`src/rtl/cpu_ctrl_pkg.sv`:
```
// Shared definitions for the CPU register/PC sequencer: opcodes, FSM states,
// bus-source and fault encodings, and instruction field positions.
package cpu_ctrl_pkg;

    // Opcodes (instruction bits [31:28])
    localparam logic [3:0] OP_NOP  = 4'h0;
    localparam logic [3:0] OP_ADD  = 4'h1;
    localparam logic [3:0] OP_SUB  = 4'h2;
    localparam logic [3:0] OP_AND  = 4'h3;
    localparam logic [3:0] OP_OR   = 4'h4;
    localparam logic [3:0] OP_LDI  = 4'h5;
    localparam logic [3:0] OP_LD   = 4'h6;
    localparam logic [3:0] OP_ST   = 4'h7;
    localparam logic [3:0] OP_BEQ  = 4'h8;
    localparam logic [3:0] OP_JMP  = 4'h9;
    localparam logic [3:0] OP_HALT = 4'hF;

    // Sequencer states
    typedef enum logic [2:0] {
        S_FETCH,
        S_DECODE,
        S_EXEC,
        S_MEM,
        S_WB,
        S_HALT,
        S_FAULT
    } state_e;

    // Register-bus source encodings
    localparam logic [1:0] BUS_ALU  = 2'd0;
    localparam logic [1:0] BUS_IMM  = 2'd1;
    localparam logic [1:0] BUS_DMEM = 2'd2;

    // Fault codes
    localparam logic [1:0] FLT_NONE    = 2'd0;
    localparam logic [1:0] FLT_ILLEGAL = 2'd1;
    localparam logic [1:0] FLT_TIMEOUT = 2'd2;

    // Instruction field bit positions
    localparam int OP_MSB  = 31;
    localparam int OP_LSB  = 28;
    localparam int RD_MSB  = 27;
    localparam int RD_LSB  = 24;
    localparam int RS1_MSB = 23;
    localparam int RS1_LSB = 20;
    localparam int RS2_MSB = 19;
    localparam int RS2_LSB = 16;
    localparam int IMM_MSB = 15;
    localparam int IMM_LSB = 0;

    // Watchdog counter width
    localparam int WDOG_W = 8;

    // Opcodes whose ALU operation is passed straight to the datapath
    function automatic logic is_alu_op(input logic [3:0] op);
        return (op >= OP_ADD) && (op <= OP_OR);
    endfunction

    // Opcodes A..E have no defined meaning
    function automatic logic is_illegal_op(input logic [3:0] op);
        return (op >= 4'hA) && (op <= 4'hE);
    endfunction

endpackage

```
`src/rtl/cpu_ctrl_watchdog.sv`:
```
// Memory-acknowledge watchdog: counts consecutive waiting cycles and flags
// expiry on the cycle whose count would reach TIMEOUT. TIMEOUT=0 disables it.
module cpu_ctrl_watchdog
    import cpu_ctrl_pkg::*;
#(
    parameter int unsigned TIMEOUT = 255
) (
    input  logic clk_i,
    input  logic rst_ni,
    input  logic clr_i,
    input  logic en_i,
    output logic expired_o
);

    localparam logic [WDOG_W-1:0] LAST = WDOG_W'(TIMEOUT - 1);

    logic [WDOG_W-1:0] cnt_q;
    logic [WDOG_W-1:0] cnt_d;

    // Next count: clear has priority over counting
    always_comb begin
        cnt_d = cnt_q;
        if (clr_i) begin
            cnt_d = '0;
        end else if (en_i) begin
            cnt_d = cnt_q + WDOG_W'(1);
        end
    end

    // Counter register
    always_ff @(posedge clk_i or negedge rst_ni) begin
        if (!rst_ni) begin
            cnt_q <= '0;
        end else begin
            cnt_q <= cnt_d;
        end
    end

    // Expire in the waiting cycle that completes TIMEOUT waiting cycles
    assign expired_o = (TIMEOUT != 0) && en_i && (cnt_q == LAST);

endmodule

```
`src/rtl/cpu_reg_ctrl.sv`:
```
// Multi-cycle instruction sequencer driving register selects, PC load and
// bus-source selects. Steps each instruction through FETCH/DECODE/EXEC/MEM/WB
// with request/acknowledge handshakes to instruction and data memory.
module cpu_reg_ctrl
    import cpu_ctrl_pkg::*;
#(
    parameter int unsigned TIMEOUT  = 255,
    parameter logic [3:0]  NOWR_IDX = 4'd15
) (
    input  logic        CLK,
    input  logic        CLR,
    output logic        IMEM_REQ,
    input  logic        IMEM_ACK,
    input  logic [31:0] IMEM_DATA,
    output logic        DMEM_REQ,
    output logic        DMEM_WE,
    input  logic        DMEM_ACK,
    input  logic        ZERO,
    output logic [3:0]  REG_1_SEL,
    output logic [3:0]  REG_2_SEL,
    output logic [3:0]  REG_SEL,
    output logic        PC_EN,
    output logic        PC_SRC,
    output logic [1:0]  BUS_SRC,
    output logic [3:0]  ALU_OP,
    output logic [15:0] IMM,
    output logic        HALTED,
    output logic [1:0]  FAULT
);

    state_e      state_q, state_d;
    logic [31:0] ir_q, ir_d;
    logic [1:0]  fault_q, fault_d;
    // Low for the first cycle after reset so no request is visible while
    // reset is (or has just been) asserted.
    logic        live_q;

    logic [3:0]  op;
    logic [3:0]  rd;
    logic        fetch_active;
    logic        wd_en;
    logic        wd_clr;
    logic        wd_expired;

    assign op = ir_q[OP_MSB:OP_LSB];
    assign rd = ir_q[RD_MSB:RD_LSB];

    assign REG_1_SEL = ir_q[RS1_MSB:RS1_LSB];
    assign REG_2_SEL = ir_q[RS2_MSB:RS2_LSB];
    assign IMM       = ir_q[IMM_MSB:IMM_LSB];
    assign HALTED    = (state_q == S_HALT) || (state_q == S_FAULT);
    assign FAULT     = fault_q;

    // Watchdog runs while a request is outstanding and clears on its ACK;
    // an ACK without a request is not a handshake.
    assign fetch_active = (state_q == S_FETCH) && live_q;
    assign wd_en  = (fetch_active && !IMEM_ACK) || ((state_q == S_MEM) && !DMEM_ACK);
    assign wd_clr = (fetch_active &&  IMEM_ACK) || ((state_q == S_MEM) &&  DMEM_ACK);

    cpu_ctrl_watchdog #(
        .TIMEOUT (TIMEOUT)
    ) u_watchdog (
        .clk_i     (CLK),
        .rst_ni    (CLR),
        .clr_i     (wd_clr),
        .en_i      (wd_en),
        .expired_o (wd_expired)
    );

    // Next-state and output decode
    always_comb begin
        // NOTE: every output and next-state value gets a default first, so no
        // path through the case statement can leave one unassigned (no latches).
        state_d  = state_q;
        ir_d     = ir_q;
        fault_d  = fault_q;
        IMEM_REQ = 1'b0;
        DMEM_REQ = 1'b0;
        DMEM_WE  = 1'b0;
        REG_SEL  = NOWR_IDX;
        PC_EN    = 1'b0;
        PC_SRC   = 1'b0;
        BUS_SRC  = BUS_ALU;
        ALU_OP   = 4'd0;

        unique case (state_q)
            S_FETCH: begin
                IMEM_REQ = live_q;
                if (fetch_active && IMEM_ACK) begin
                    ir_d    = IMEM_DATA;
                    state_d = S_DECODE;
                end else if (wd_expired) begin
                    fault_d = FLT_TIMEOUT;
                    state_d = S_FAULT;
                end
            end

            S_DECODE: begin
                if (op == OP_HALT) begin
                    state_d = S_HALT;
                end else if (is_illegal_op(op)) begin
                    fault_d = FLT_ILLEGAL;
                    state_d = S_FAULT;
                end else begin
                    state_d = S_EXEC;
                end
            end

            S_EXEC: begin
                ALU_OP = is_alu_op(op) ? op : 4'd0;
                case (op)
                    OP_ADD, OP_SUB, OP_AND, OP_OR, OP_LDI: state_d = S_WB;
                    OP_LD, OP_ST:                         state_d = S_MEM;
                    OP_BEQ: begin
                        PC_EN   = 1'b1;
                        PC_SRC  = ZERO;
                        state_d = S_FETCH;
                    end
                    OP_JMP: begin
                        PC_EN   = 1'b1;
                        PC_SRC  = 1'b1;
                        state_d = S_FETCH;
                    end
                    default: begin
                        // NOP retires here with a sequential PC update
                        PC_EN   = 1'b1;
                        state_d = S_FETCH;
                    end
                endcase
            end

            S_MEM: begin
                DMEM_REQ = 1'b1;
                DMEM_WE  = (op == OP_ST);
                if (DMEM_ACK) begin
                    if (op == OP_ST) begin
                        PC_EN   = 1'b1;
                        state_d = S_FETCH;
                    end else begin
                        state_d = S_WB;
                    end
                end else if (wd_expired) begin
                    fault_d = FLT_TIMEOUT;
                    state_d = S_FAULT;
                end
            end

            S_WB: begin
                // ALU op stays valid so its result is still on the bus
                ALU_OP  = is_alu_op(op) ? op : 4'd0;
                REG_SEL = rd;
                PC_EN   = 1'b1;
                state_d = S_FETCH;
                if (op == OP_LDI) begin
                    BUS_SRC = BUS_IMM;
                end else if (op == OP_LD) begin
                    BUS_SRC = BUS_DMEM;
                end else begin
                    BUS_SRC = BUS_ALU;
                end
            end

            S_HALT, S_FAULT: begin
                // Absorbing until reset; all strobes stay at their defaults
            end

            default: begin
                state_d = S_FETCH;
            end
        endcase
    end

    // State, instruction and fault registers
    always_ff @(posedge CLK or negedge CLR) begin
        if (!CLR) begin
            // NOTE: sequential state uses non-blocking assignments only, so
            // every register samples the values from before this clock edge.
            state_q <= S_FETCH;
            ir_q    <= '0;
            fault_q <= FLT_NONE;
            live_q  <= 1'b0;
        end else begin
            state_q <= state_d;
            ir_q    <= ir_d;
            fault_q <= fault_d;
            live_q  <= 1'b1;
        end
    end

endmodule

```
`config.mk`:
```
export PLATFORM = sky130hd
export DESIGN_NAME = cpu_reg_ctrl
export DESIGN_NICKNAME = d
export VERILOG_FILES = /design/src/rtl/cpu_ctrl_pkg.sv /design/src/rtl/cpu_ctrl_watchdog.sv /design/src/rtl/cpu_reg_ctrl.sv
export SDC_FILE = /design/constraint.sdc
export NUM_CORES = 1
export LEC_CHECK = 0
export ABC_AREA = 0
export CAP_MARGIN = 20
export CORE_MARGIN = 4
export CORE_UTILIZATION = 47
export DETAILED_ROUTE_END_ITERATION = 10
export PLACE_DENSITY = 0.81
export SYNTH_ARGS = -nofsm -noshare
export SYNTH_HDL_FRONTEND = slang
export SYNTH_HIERARCHICAL = 1
export SYNTH_SLANG_ARGS = --single-unit
```
`constraint.sdc`:
```
create_clock -name CLK -period 2.3 [get_ports CLK]
set_input_delay 0.23 -clock CLK [delete_from_list [all_inputs] [get_ports CLK]]
set_output_delay 0.23 -clock CLK [all_outputs]
set_load 0.02 [all_outputs]
```
# Word level (Yosys, flattened, before mapping)
# Index checks and enable logic that the tools add are counted.
dict set report totals {
  regBits 46
  input_bits 37
  output_inout_bits 42
  word_cells 85
}
dict set report op_classes {
  addsub 1
  order_cmp 4
  n_eq_ne 21
  mux 31
  n_reduce_logical 23
}
# op n
set ops {}
lappend ops {{$mux 3} 6}
lappend ops {{$eq 4x3->1 const B} 4}
lappend ops {{$mux 2} 8}
lappend ops {{$mux 8} 2}
lappend ops {{$pmux 3 s5} 1}
lappend ops {{$eq 4x4->1 const B} 3}
lappend ops {{$mux 4} 3}
lappend ops {{$eq 3x3->1 const B} 3}
lappend ops {{$add 8x1->8 const B} 1}
lappend ops {{$eq 4x2->1 const B} 2}
lappend ops {{$eq 8x8->1 const B} 1}
lappend ops {{$logic_and 1x1->1} 8}
lappend ops {{$ne 2x2->1 const B} 4}
lappend ops {{$mux 1} 7}
lappend ops {{$reduce_or 7->1} 1}
lappend ops {{$eq 3x2->1 const B} 2}
lappend ops {{$pmux 2 s3} 1}
lappend ops {{$pmux 3 s2} 1}
lappend ops {{$reduce_or 2->1} 3}
lappend ops {{$reduce_and 5->1} 1}
lappend ops {{$reduce_or 5->1} 1}
lappend ops {{$eq 4x1->1 const B} 1}
lappend ops {{$ge 4x1->1 const B} 1}
lappend ops {{$ge 4x4->1 const B} 1}
lappend ops {{other kinds (11)} 14}

# Depth between registers and ports, before layout
# Gate-level depths: netlist (run 1).
dict set report depth {
  depth_word 8
  mapped_depth 11
}

# Cells and area by module
# The synthesis (run 1) kept the hierarchy.
# module instances cells_per_inst area_each_um2
set modules_own_cells {}
lappend modules_own_cells {cpu_reg_ctrl 1 178 2123.3}
lappend modules_own_cells {cpu_ctrl_watchdog 1 41 411.6}

# Worst setup path before layout (run 1)
# No wires, ideal clock.
dict set report synth_path {
  path_type {register -> register}
  start {register state_q[1]}
  end {register state_q[2]}
  setup_time_ns 0.066
  arrival_ns 2.095
  t_required_ns 2.234
  slack_ns 0.139
  stages_incl_launch_ff 12
  path_buffers 2
  period_less_slack_ns 2.161
  path_cell_list {dfrtp_1 > buf_6 > nor2b_1 > nand2_1 > o22ai_1 > buf_4 > nand4_1 > nor2_1 > nand2b_1 > or3_1 > a21oi_1 > a221o_1}
}
dict set report synth_between {
  elab_chain_cells 8
}
# item line
set synth_rtl {}
lappend synth_rtl {{start, declared} cpu_reg_ctrl.sv:31} ;# state_e state_q, state_d;
lappend synth_rtl {{start signal, assigned} cpu_reg_ctrl.sv:183} ;# state_q <= state_d;
lappend synth_rtl {{$logic_not 3->1} cpu_reg_ctrl.sv:56} ;# assign fetch_active = (state_q == S_FETCH) && live_q;
lappend synth_rtl {{$logic_and 1x1->1} cpu_reg_ctrl.sv:56}
lappend synth_rtl {{$logic_and 1x1->1} cpu_reg_ctrl.sv:57} ;# assign wd_en = (fetch_active && !IMEM_ACK) || ((state_q == S_MEM) && !DMEM_ACK);
lappend synth_rtl {{$logic_or 1x1->1 *} cpu_reg_ctrl.sv:57}
lappend synth_rtl {{via wd_en} cpu_reg_ctrl.sv:41} ;# logic wd_en;
lappend synth_rtl {{$logic_and 1x1->1 *} cpu_ctrl_watchdog.sv:40} ;# assign expired_o = (TIMEOUT != 0) && en_i && (cnt_q == LAST);
lappend synth_rtl {{via wd_expired} cpu_reg_ctrl.sv:43} ;# logic wd_expired;
lappend synth_rtl {{$mux 3 *} -}
lappend synth_rtl {{$mux 3, on equally long branches} -}
lappend synth_rtl {{$pmux 3 s5 *} cpu_reg_ctrl.sv:86} ;# unique case (state_q)
# The timed path passes the listed nets; every way through them passes the cells marked *.
# A chain may end at the register's enable or synchronous reset.

# Worst setup path in the final report (run 1)
dict set report layout_path {
  start {register state_q[2]}
  end {output port REG_SEL[3]}
}
dict set report layout_between {
  elab_chain_cells 2
}
# item line
set layout_rtl {}
lappend layout_rtl {{$eq 3x3->1} cpu_reg_ctrl.sv:86}
lappend layout_rtl {{$mux 4} cpu_reg_ctrl.sv:86}
lappend layout_rtl {{end, declared} cpu_reg_ctrl.sv:21} ;# output logic [3:0] REG_SEL,
# No other way between the ends.

==> out/results.ini, run 1 <==
[power]
fin_total_pwr_mw=1.40
p_comb_share_pct=6.4
p_leak_nw=1.60
p_sw_uw=317
p_sw_share_pct=22.6
internal_power_mw=1.08
ir_worst_vdd_uv=293
power_frac_clock_pct=35.4
seqPwrFrac_pct=58.1
cellPowerDensity_nw_per_um2=425

[clock_tree]
cts_tree=built
clock_path_buffers=2
postCtsSetupBuffers=0
clk_pin_slew_ps=90
htreeDepth=2
cts_buffers=5
root_buffer=clkbuf_8
insertion_delay_ps=310
cts_sinks=46
ctsHoldBuffers=0

[die]
ioPinCount=79
die-area_um2=6630
die_y_um=81.4
core_um2=5170
start_util_pct=49.0
die_x_um=81.4
fp-row-count=26

[placement]
io_buffers=77
pre_cts_ws_ps=160
dpl-instance-area_um2=3200
gp_congestion=0.824
hpwlAfterDp_um=3650

[timing]
fin_setup_tns_ps=0
period_minus_slack_ps=2160
period_share_pct=93.9
max_freq_ghz=0.463
skew_ps=9.97
fin_ws_ps=140
finalSetupViolations=0
hold_viol=0
slew_headroom_pct=61.4
rsz0062_at_grt=no
drv_slew=0
worstMarginPinSlew_ps=580

[yosys]
yosysUniqueCellTypes=41
synth_area_um2=2530
ys.flop_type=dfrtp_1
synth_top_area_cell=dfrtp_1
async_reset_ff_share_pct=100
avgSynthCellArea_um2=11.6
synth_fp_nets=258
synth_area_leaders=dfrtp_1, mux2_4, buf_4, nor2_1, buf_6
ys_warn_count=6
synth_cells=219
synth-edff-count=0
synth_top_area_share_pct=45.4
synth-seq-area-share_pct=45.4
ys_ff_latch=46

[setup_path]
cp_max_fo=11
endpoint_kind=output port
critPathKind=reg2out
worstPathArrival_ps=1930
cp.required_ps=2070
start_kind=flip-flop

[drt]
vias=1786
wl_per_cell_um=14.6
drtIter0Drc=118
drt_first_pass_iters=4
ant_nets=0
drc=0
via_per_inst=5.15
finalWirelength_um=5070

[grt]
track_usage_pct=16.2
antenna_found_initial=0
grtUsageMet3_pct=5.70
grt_pass1_wl_um=8210
use_met2_pct=25.2
grt-busiest-layer=met2
grt_max_degree=47
overflow=0
use_met1_pct=20.6
grt_pass1_vias=1771

[finish]
n_antenna_cell=0
num-nets-final=315
final_area_um2=3290
drive_gt1_share_pct=21.3
nFillCells=427
area_growth_pct=29.9

[worst_hold_path]
hold_class=in2async

[run]
drv_cap=0

[run_status]
status=completed

power by group through the flow:
stage	logic, mW	registers (mW)	clock network [mW]
2_1_floorplan	0.0118	0.830	0
3_3_place_gp	0.0905	0.830	0
3_5_place_dp	0.0928	0.830	0
4_1_cts	0.0927	0.814	0.512
5_1_grt	0.0992	0.815	0.544
6_report	0.0903	0.814	0.496
Yosys cell counts (all sizes together), types with 2 or more instances:
| library cell | count |
|---|---|
| conb | 2 |
| o21ai | 7 |
| nor2 | 14 |
| nand2 | 10 |
| buf | 36 |
| inv | 5 |
| mux2 | 32 |
| nand3 | 6 |
| clkbuf | 2 |
| nor3 | 6 |
| o31ai | 2 |
| o21a | 2 |
| xor2 | 3 |
| nand2b | 6 |
| o22ai | 2 |
| nor4b | 2 |
| or3 | 5 |
| a21oi | 6 |
| ha | 2 |
| a211oi | 2 |
| xnor2 | 2 |
| nor3b | 2 |
| dfrtp | 46 |
| nand4 | 7 |
layer usage:
metal	up-vias	part of all wire [%]	wire length [um]
met3	9	8.9	453
li1	844	-	-
met4	0	1.7	88
met5	-	0	0
met2	69	46	2340
met1	864	43	2180
flip-flops by register name, indices dropped and copies added (netlist names):
name / flops
FAULT: 2
ir_q: 32
live_q: 1
state_q: 3
u_watchdog/cnt_q: 8
worst max-delay path, stage by stage (launching register included):
cell	delay, ps
dfrtp_2	500
inv_1	150
nor3_4	180
buf_4	190
nand2b_1	70
clkdlybuf4s50_1	540
path summary, 6_finish.rpt:
check	startpoint	to	slack [ps]	cells past startpoint
max reg2reg	state_q[0]	state_q[2]	160	9
max	state_q[2]	REG_SEL[3]	140	5
max in group asynchronous	CLR	state_q[1]	1870	2
min	CLR	ir_q[18]	10	2
min in group CLK	FAULT[1]	FAULT[1]	500	1
min reg2reg	FAULT[1]	FAULT[1]	500	1
repair_timing:
action / 4_1_cts / 5_1_grt
resized for setup: 7 / 3
endpoints found under the hold margin: 0 / 0
setup endpoints to repair: 7 / 3
final cells by class:
cell class	count	area [um2]	area share (%)
Tap cell	70	87.6	2.66
Clock buffer	6	72.6	2.20
Multi-Input combinational cell	130	1090	33.0
Clock inverter	2	13.8	0.418
Sequential cell	46	1150	35.0
Inverter	5	18.8	0.570
Timing Repair Buffer	88	860	26.1
kinds of logic (layout without fill, tap and decap cells):
family,count (synthesis),after routing,share of synthesized area (%)
multiplexers,32,32,18.4
XOR/XNOR,5,5,1.73
AO/OA/AOI/OAI,25,25,6.17
flip-flops,46,46,45.4
adder cells (fa/ha/maj),2,2,0.987
buffers and inverters,43,101,11.8
AND/OR/NAND/NOR,64,64,15.3
other,2,2,0.296
placed cells by master, fill, tap and decap left out, drive strengths merged, types with 6 or more instances in the layout:
| master | instances |
|---|---|
| mux2 | 32 |
| nand2b | 6 |
| nor2 | 14 |
| nand4 | 7 |
| nand2 | 10 |
| nand3 | 6 |
| clkdlybuf4s50 | 69 |
| a21oi | 6 |
| dfrtp | 46 |
| nor3 | 6 |
| clkbuf | 6 |
| buf | 12 |
| o21ai | 7 |
stage by stage:
step                      utilization [%]  hold slack [ps]  cells
after CTS                            63.5             27.7    347
after detailed placement             61.9              369    339
final                                63.7             10.5    347
after global placement               61.9              359    339
after global routing                 63.7             56.8    347
after floorplan                         -            -65.6    219
(Power assumes the default switching activity.)
==> run 2: changes to the inputs <==
--- a/config.mk
+++ b/config.mk
@@ -9,6 +9,7 @@
 export CAP_MARGIN = 20
 export CORE_MARGIN = 4
 export CORE_UTILIZATION = 47
+export CTS_CLUSTER_SIZE = 20
 export DETAILED_ROUTE_END_ITERATION = 10
 export PLACE_DENSITY = 0.81
 export SYNTH_ARGS = -nofsm -noshare
==> results of run 2 <==
Final layout, timing and power as in run 1 (identical DEF).
